$ cat config.mk
export PLATFORM = sky130hd
export DESIGN_NAME = program_loader
export DESIGN_NICKNAME = d
export VERILOG_FILES = /design/src/rtl/program_loader.sv
export SDC_FILE = /design/constraint.sdc
export NUM_CORES = 1
export LEC_CHECK = 0
export CORE_MARGIN = 2
export CORE_UTILIZATION = 25
export DETAILED_ROUTE_END_ITERATION = 10
export MAX_ROUTING_LAYER = met4
export PLACE_DENSITY = 0.42
export SLEW_MARGIN = 20
export SYNTH_ARGS = -nofsm -noshare
export SYNTH_HDL_FRONTEND = slang
export SYNTH_SLANG_ARGS = --single-unit
$ cat constraint.sdc
create_clock -name i_clk -period 3 [get_ports i_clk]
set_input_delay 0.3 -clock i_clk [delete_from_list [all_inputs] [get_ports i_clk]]
set_output_delay 0.3 -clock i_clk [all_outputs]
set_load 0.05 [all_outputs]
$ cat src/rtl/program_loader.sv
// program_loader: boot-time image loader that sits in front of the CPU.
// Reads a byte stream: 16-bit big-endian word count, then count big-endian
// 32-bit words. Each word is written to memory, and the CPU is released
// once the whole image is in memory.
// Optional build macro LOADER_CHECKSUM_EN: one trailing XOR checksum byte
// over the data bytes is required before the CPU is released.
//
// state   | meaning
// HDR_HI  | waiting for word-count high byte
// HDR_LO  | waiting for word-count low byte
// DATA    | assembling a 32-bit word, MSB first
// WRITE   | single-cycle memory write of the assembled word
// CHECK   | waiting for trailing checksum byte (checksum build only)
// RUN     | image loaded, CPU released (terminal)
// ERROR   | protocol fault, CPU held (terminal)
module program_loader #(
  parameter logic [31:0] BASE_ADDR = 32'd0,
  parameter logic [31:0] ADDR_STEP = 32'd4,
  parameter int unsigned MAX_WORDS = 1024
) (
  input  logic        i_clk,
  input  logic        i_rst_n,
  input  logic [7:0]  i_byte_in,
  input  logic        i_byte_valid,
  output logic        o_byte_ready,
  output logic        o_mem_we,
  output logic [31:0] o_mem_addr,
  output logic [31:0] o_mem_din,
  output logic        o_cpu_run,
  output logic        o_done,
  output logic        o_error,
  output logic [15:0] o_words_loaded
);

  typedef enum logic [2:0] {
    S_HDR_HI,
    S_HDR_LO,
    S_DATA,
    S_WRITE,
`ifdef LOADER_CHECKSUM_EN
    S_CHECK,
`endif
    S_RUN,
    S_ERROR
  } state_t;

  // State entered once the last word is written (or on an empty image).
`ifdef LOADER_CHECKSUM_EN
  localparam state_t S_AFTER_LOAD = S_CHECK;
`else
  localparam state_t S_AFTER_LOAD = S_RUN;
`endif

  state_t      r_state;
  state_t      w_next;
  logic        r_byte_ready;
  logic        w_ready_next;
  logic [15:0] r_count;
  logic [1:0]  r_idx;
  logic [31:0] r_word;
  logic [15:0] r_words_loaded;
  logic [31:0] r_mem_addr;
  logic        w_xfer;
  logic [15:0] w_hdr_count;
  logic [15:0] w_words_inc;
`ifdef LOADER_CHECKSUM_EN
  logic [7:0]  r_xor;
`endif

  assign w_xfer      = i_byte_valid & r_byte_ready;
  assign w_hdr_count = {r_count[15:8], i_byte_in};
  assign w_words_inc = r_words_loaded + 16'd1;

  // State register plus registered byte_ready (low in the first cycle after reset).
  always_ff @(posedge i_clk or negedge i_rst_n) begin
    if (!i_rst_n) begin
      r_state      <= S_HDR_HI;
      r_byte_ready <= 1'b0;
    end else begin
      r_state      <= w_next;
      r_byte_ready <= w_ready_next;
    end
  end

  // Next-state decode and the byte_ready value for the state being entered.
  always_comb begin
    w_next       = r_state;
    w_ready_next = 1'b0;
    case (r_state)
      S_HDR_HI: if (w_xfer) w_next = S_HDR_LO;
      S_HDR_LO: begin
        if (w_xfer) begin
          if (w_hdr_count == 16'd0)                    w_next = S_AFTER_LOAD;
          else if ({16'd0, w_hdr_count} > MAX_WORDS)   w_next = S_ERROR;
          else                                         w_next = S_DATA;
        end
      end
      S_DATA:   if (w_xfer && (r_idx == 2'd3)) w_next = S_WRITE;
      S_WRITE:  w_next = (w_words_inc == r_count) ? S_AFTER_LOAD : S_DATA;
`ifdef LOADER_CHECKSUM_EN
      S_CHECK:  if (w_xfer) w_next = (i_byte_in == r_xor) ? S_RUN : S_ERROR;
`endif
      default:  w_next = r_state;
    endcase
    case (w_next)
      S_HDR_HI, S_HDR_LO, S_DATA: w_ready_next = 1'b1;
`ifdef LOADER_CHECKSUM_EN
      S_CHECK:                    w_ready_next = 1'b1;
`endif
      default:                    w_ready_next = 1'b0;
    endcase
  end

  // Header capture, word assembly, write bookkeeping and checksum accumulation.
  always_ff @(posedge i_clk or negedge i_rst_n) begin
    if (!i_rst_n) begin
      r_count        <= 16'd0;
      r_idx          <= 2'd0;
      r_word         <= 32'd0;
      r_words_loaded <= 16'd0;
      r_mem_addr     <= BASE_ADDR;
`ifdef LOADER_CHECKSUM_EN
      r_xor          <= 8'd0;
`endif
    end else begin
      case (r_state)
        S_HDR_HI: if (w_xfer) r_count[15:8] <= i_byte_in;
        S_HDR_LO: if (w_xfer) r_count[7:0]  <= i_byte_in;
        S_DATA: begin
          if (w_xfer) begin
            r_word <= {r_word[23:0], i_byte_in};
            r_idx  <= r_idx + 2'd1;
`ifdef LOADER_CHECKSUM_EN
            r_xor  <= r_xor ^ i_byte_in;
`endif
          end
        end
        S_WRITE: begin
          r_words_loaded <= w_words_inc;
          r_mem_addr     <= r_mem_addr + ADDR_STEP;
        end
        default: ;
      endcase
    end
  end

  assign o_byte_ready   = r_byte_ready;
  assign o_mem_we       = (r_state == S_WRITE);
  assign o_mem_addr     = r_mem_addr;
  assign o_mem_din      = r_word;
  assign o_cpu_run      = (r_state == S_RUN);
  assign o_done         = (r_state == S_RUN);
  assign o_error        = (r_state == S_ERROR);
  assign o_words_loaded = r_words_loaded;

endmodule

Word-level counts from Yosys, hierarchy flattened

Cells that the tools add are included.

Flip-flop bits (word level): 102
Word-level logic and storage cells: 38
Input bits: 11
Output and inout port bits: 85

Add/subtract/negate cells: 3
Bitwise logic cells: 1
$lt $le $gt $ge: 1
Mux-type cells: 8
Reduce and logical (&&, ||, !) cells: 8
Equality and inequality tests: 9

Operator list:

| operator                | count |
|---|---|
| $add A32 B3 Y32 const B | 1 |
| $mux W3                 | 6 |
| $add A16 B1 Y16 const B | 1 |
| $eq A16 B16 Y1          | 1 |
| $gt A16 B11 Y1 const B  | 1 |
| $logic_not A16 Y1       | 1 |
| $pmux W3 S4             | 1 |
| $eq A3 B2 Y1 const B    | 3 |
| $eq A3 B1 Y1 const B    | 2 |
| $eq A3 B3 Y1 const B    | 2 |
| $logic_not A3 Y1        | 2 |
| $reduce_and A2 Y1       | 3 |
| $reduce_or A3 Y1        | 1 |
| $add A2 B1 Y2 const B   | 1 |
| $eq A2 B2 Y1 const B    | 1 |
| $and A1 B1 Y1           | 1 |
| $logic_and A1 B1 Y1     | 1 |
| $mux W1                 | 1 |

Logic depth before layout (Yosys ltp)

Depth after elaboration: 8
Gate-level depth with buffers: 9
Depth with buffers taken out: 8

Worst setup path before layout

Ideal clock, no wire load.

Path type: register to register
From: reg r_words_loaded[0], in the netlist o_words_loaded[0]
To: reg r_state[2]
Required time: 2.924 ns
Data arrival time: 2.543 ns
Slack: 0.380 ns
Clock period less this slack: 2.620 ns
Setup time: 0.076 ns
Buffers on the path: 0
Stages on the path, launching flop included: 8
Cells stage by stage: dfrtp_1 > ha_1 > nand3_2 > or3_1 > a2111oi_2 > nand4_1 > or4b_1 > o21ai_1

Longest elaborated chain between the ends: 4

RTL lines:

| item                   | RTL line | text |
|---|---|---|
| start, declared        | 61       | `logic [15:0] r_words_loaded;` |
| start signal, assigned | 139      | `r_words_loaded <= w_words_inc;` |
| $add A16 B1 Y16        | 72       | `assign w_words_inc = r_words_loaded + 16'd1;` |
| $eq A16 B16 Y1         | 99       | `S_WRITE: w_next = (w_words_inc == r_count) ? S_AFTER_LOAD : S_DATA;` |
| $mux W3                | 99       |  |
| $pmux W3 S4            | 89       | `case (r_state)` |
| via w_next[2]          | 55       | `state_t w_next;` |
| end signal, assigned   | 80       | `r_state <= w_next;` |
| end, declared          | 54       | `state_t r_state;` |

The timed path passes the listed nets, and every way through them passes these cells.
A chain may end at the register's enable or synchronous reset.

Worst setup path in the final report

From: reg r_words_loaded[0], in the netlist o_words_loaded[0]
To: reg r_state[1]

Same word-level chain as after synthesis.

==> results.cfg <==
[pwr]
power.switching_mw = 0.577
p_int_mw = 2.13
pwr-share-clk_pct = 48.1
netSwitchingFraction_pct = 21.4
pwr-share-seq_pct = 49.8
combPwrFrac_pct = 2.1
power_density_nw_per_um2 = 437
ir_drop_mv = 0.265
leakagePower_nw = 2.75

[worst_setup_path]
setup.worst_path.end_class = flip-flop
crit_type = reg2reg
cp.required_ns = 3.20
arrival_ns = 2.93
path_max_fanout = 11
worstSetupStartpointType = flip-flop

[cts]
cts_max_path_buffers = 2
insertion_delay_ns = 0.35
tritoncts = done
clkTransAtPathRegs_ns = 0.07
root_buffer = clkbuf_16
htree_num_levels = 3
cts.sinks = 100
cts-resized-gates = 0
post_cts_buffers = 0
cts_hold_buf = 0
cts_made_buffers = 9

[drt]
drt_iter0_drc = 138
remaining_drc_errors = 0
detail-route-antenna-nets = 0
wirelength_mm = 11.3
routed.top_layer = met4
wl_met1_mm = 5.26
dr.pass1.iters = 4
wl_per_cell_um = 15.5
wl_met2_mm = 5.46
vias = 3313
viasPerCell = 4.54
met3_length_um = 449

[finish]
synthToLayoutAreaGrowth_pct = 31.5
final_common_cell = dfrtp_1
final_core_util_pct = 33.3
final_cell_area_um2 = 6190
final-instance-count-excl-fill = 730
layout_common_cells = dfrtp_1, clkdlybuf4s50_1, mux2_2
antenna_cells = 0
fin_nets = 505
drive_gt1_share_pct = 15.9

[place]
place_area_um2 = 5860
post-place-ws_ns = 0.312
dp_hpwl_mm = 8.30
io_buffers = 93
dpl.cell_count = 714
gp_congestion = 0.837

[die]
fp.dieH_um = 141
start_util_pct = 25.3
fp-row-count = 50
coreArea_um2 = 18600
die_width_um = 141
io_pins = 96
dieArea_um2 = 19900

[sta]
setup_viol = 0
setup_slack_ns = 0.269
max_freq_mhz = 366
finalSetupTns_ns = 0
rsz0062_at_grt = false
fin_skew_ns = 0.00749
hold_viol_final = 0
period_needed_ns = 2.73
tightest_slew_ns = 0.812
slew_violations = 0
post-route-period-util_pct = 91.0
max-slew-margin-rel_pct = 45.9

[yosys]
yosysSeqAreaShare_pct = 53.2
ys_warn_count = 0
synthTopCellsByArea = dfrtp_1, mux2_2, xnor2_1, xor2_1, nand2_1
synth-seq-cells = 100
synth-edff-count = 0
synth.avg_cell_area_um2 = 11.8
synth-main-ff-cell = dfrtp_1
synth_top_cell_by_area = dfrtp_1
syn_area_um2 = 4710
syn_inst = 399
async_reset_ff_share_pct = 100
yosys.area.top_type_share_pct = 53.2
synth_cell_types = 51

[flow_run]
drv_cap = 0

[global_route]
grt_use_total_pct = 12.2
grt_max_degree = 60
antenna_found_initial = 0
grt_pass1_vias = 3360
grt_overflow_total = 0
grt_pass1_wl_mm = 18.4

[worst_hold_path]
min_path_type = in2async

[outcome]
status = finished, final reports clean
==> worst max-delay path, cell delays in order, from the launching register on <==
cell and delay [ns]:
dfrtp_1 0.47, ha_1 0.29, nand3_2 0.23, or3_1 0.44, a2111oi_2 0.41, nand4_1 0.16
nor4b_1 0.42, o32ai_1 0.17
==> final cells by class <==
cell class | count | area [µm²]
Sequential cell | 100 | 2500
Tap cell | 234 | 293
Timing Repair Buffer | 98 | 978
Inverter | 4 | 15.0
Clock buffer | 10 | 239
Clock inverter | 6 | 93.8
Multi-Input combinational cell | 278 | 2070
Fill cell | 1896 | 12400
==> path summary, 6_finish.rpt <==
| check | start | to | slack [ns] | depth (start not counted) |
|---|---|---|---|---|
| max | o_words_loaded[0] | r_state[1] | 0.27 | 7 |
| min | i_rst_n | o_mem_din[24] | 0.04 | 1 |
| max reg2reg | o_words_loaded[0] | r_state[1] | 0.27 | 7 |
| max in group asynchronous | i_rst_n | o_words_loaded[4] | 2.26 | 2 |
| min reg2reg | r_idx[0] | r_idx[0] | 0.48 | 1 |
| min in group i_clk | r_idx[0] | r_idx[0] | 0.48 | 1 |
==> per-layer routing <==
metal  up-vias  global-route usage (%)
li1       1582                       -
met1      1643                    15.5
met2        75                    19.2
met3        13                    2.89
met4         0                    3.79
met5         -                       -
==> registers in the layout, summed over array words and instances (netlist names) <==
register,cells
o_byte_ready,1
o_mem_addr,30
o_mem_din,32
o_words_loaded,16
r_count,16
r_idx,2
r_state,3
==> through the flow <==
| step | hold WS [ns] | power (mW) |
|---|---|---|
| after floorplan | 0.00441 | 1.38 |
| after global placement | 0.446 | 1.43 |
| after detailed placement | 0.452 | 1.43 |
| after CTS | 0.0720 | 2.76 |
| after global routing | 0.0994 | 2.82 |
| final | 0.0402 | 2.70 |
==> cell families after synthesis <==
| family | share of synthesized area, % |
|---|---|
| adders and majority gates | 0.798 |
| xor gates and xnor gates | 12.1 |
| muxes | 11.7 |
| buffers and inverters | 2.95 |
| DFF | 53.2 |
| AOI/OAI and AO/OA | 3.19 |
| and+or+nand+nor | 16.0 |
| other | 0.0797 |
==> cell usage after synthesis (3+ instances only) <==
cell type,count
clkbuf_1,8
nor2_1,16
xor2_1,22
buf_6,6
nand2_1,33
nand2b_1,5
mux2_2,48
nand3_1,18
a21oi_1,3
o21ai_0,3
dfrtp_1,100
nor4_1,6
xnor2_1,43
buf_4,3
ha_1,3
and3_1,8
or3_1,5
nor3_1,12
and4_1,3
nand4_1,16
==> power by group through the flow <==
stage	clock network (mW)	logic [mW]	registers, mW
4_1_cts	1.35	0.0595	1.35
2_1_floorplan	0	0.00911	1.37
6_report	1.30	0.0564	1.35
5_1_grt	1.41	0.0639	1.35
3_5_place_dp	0	0.0594	1.37
3_3_place_gp	0	0.0588	1.37
(Power assumes the default switching activity.)
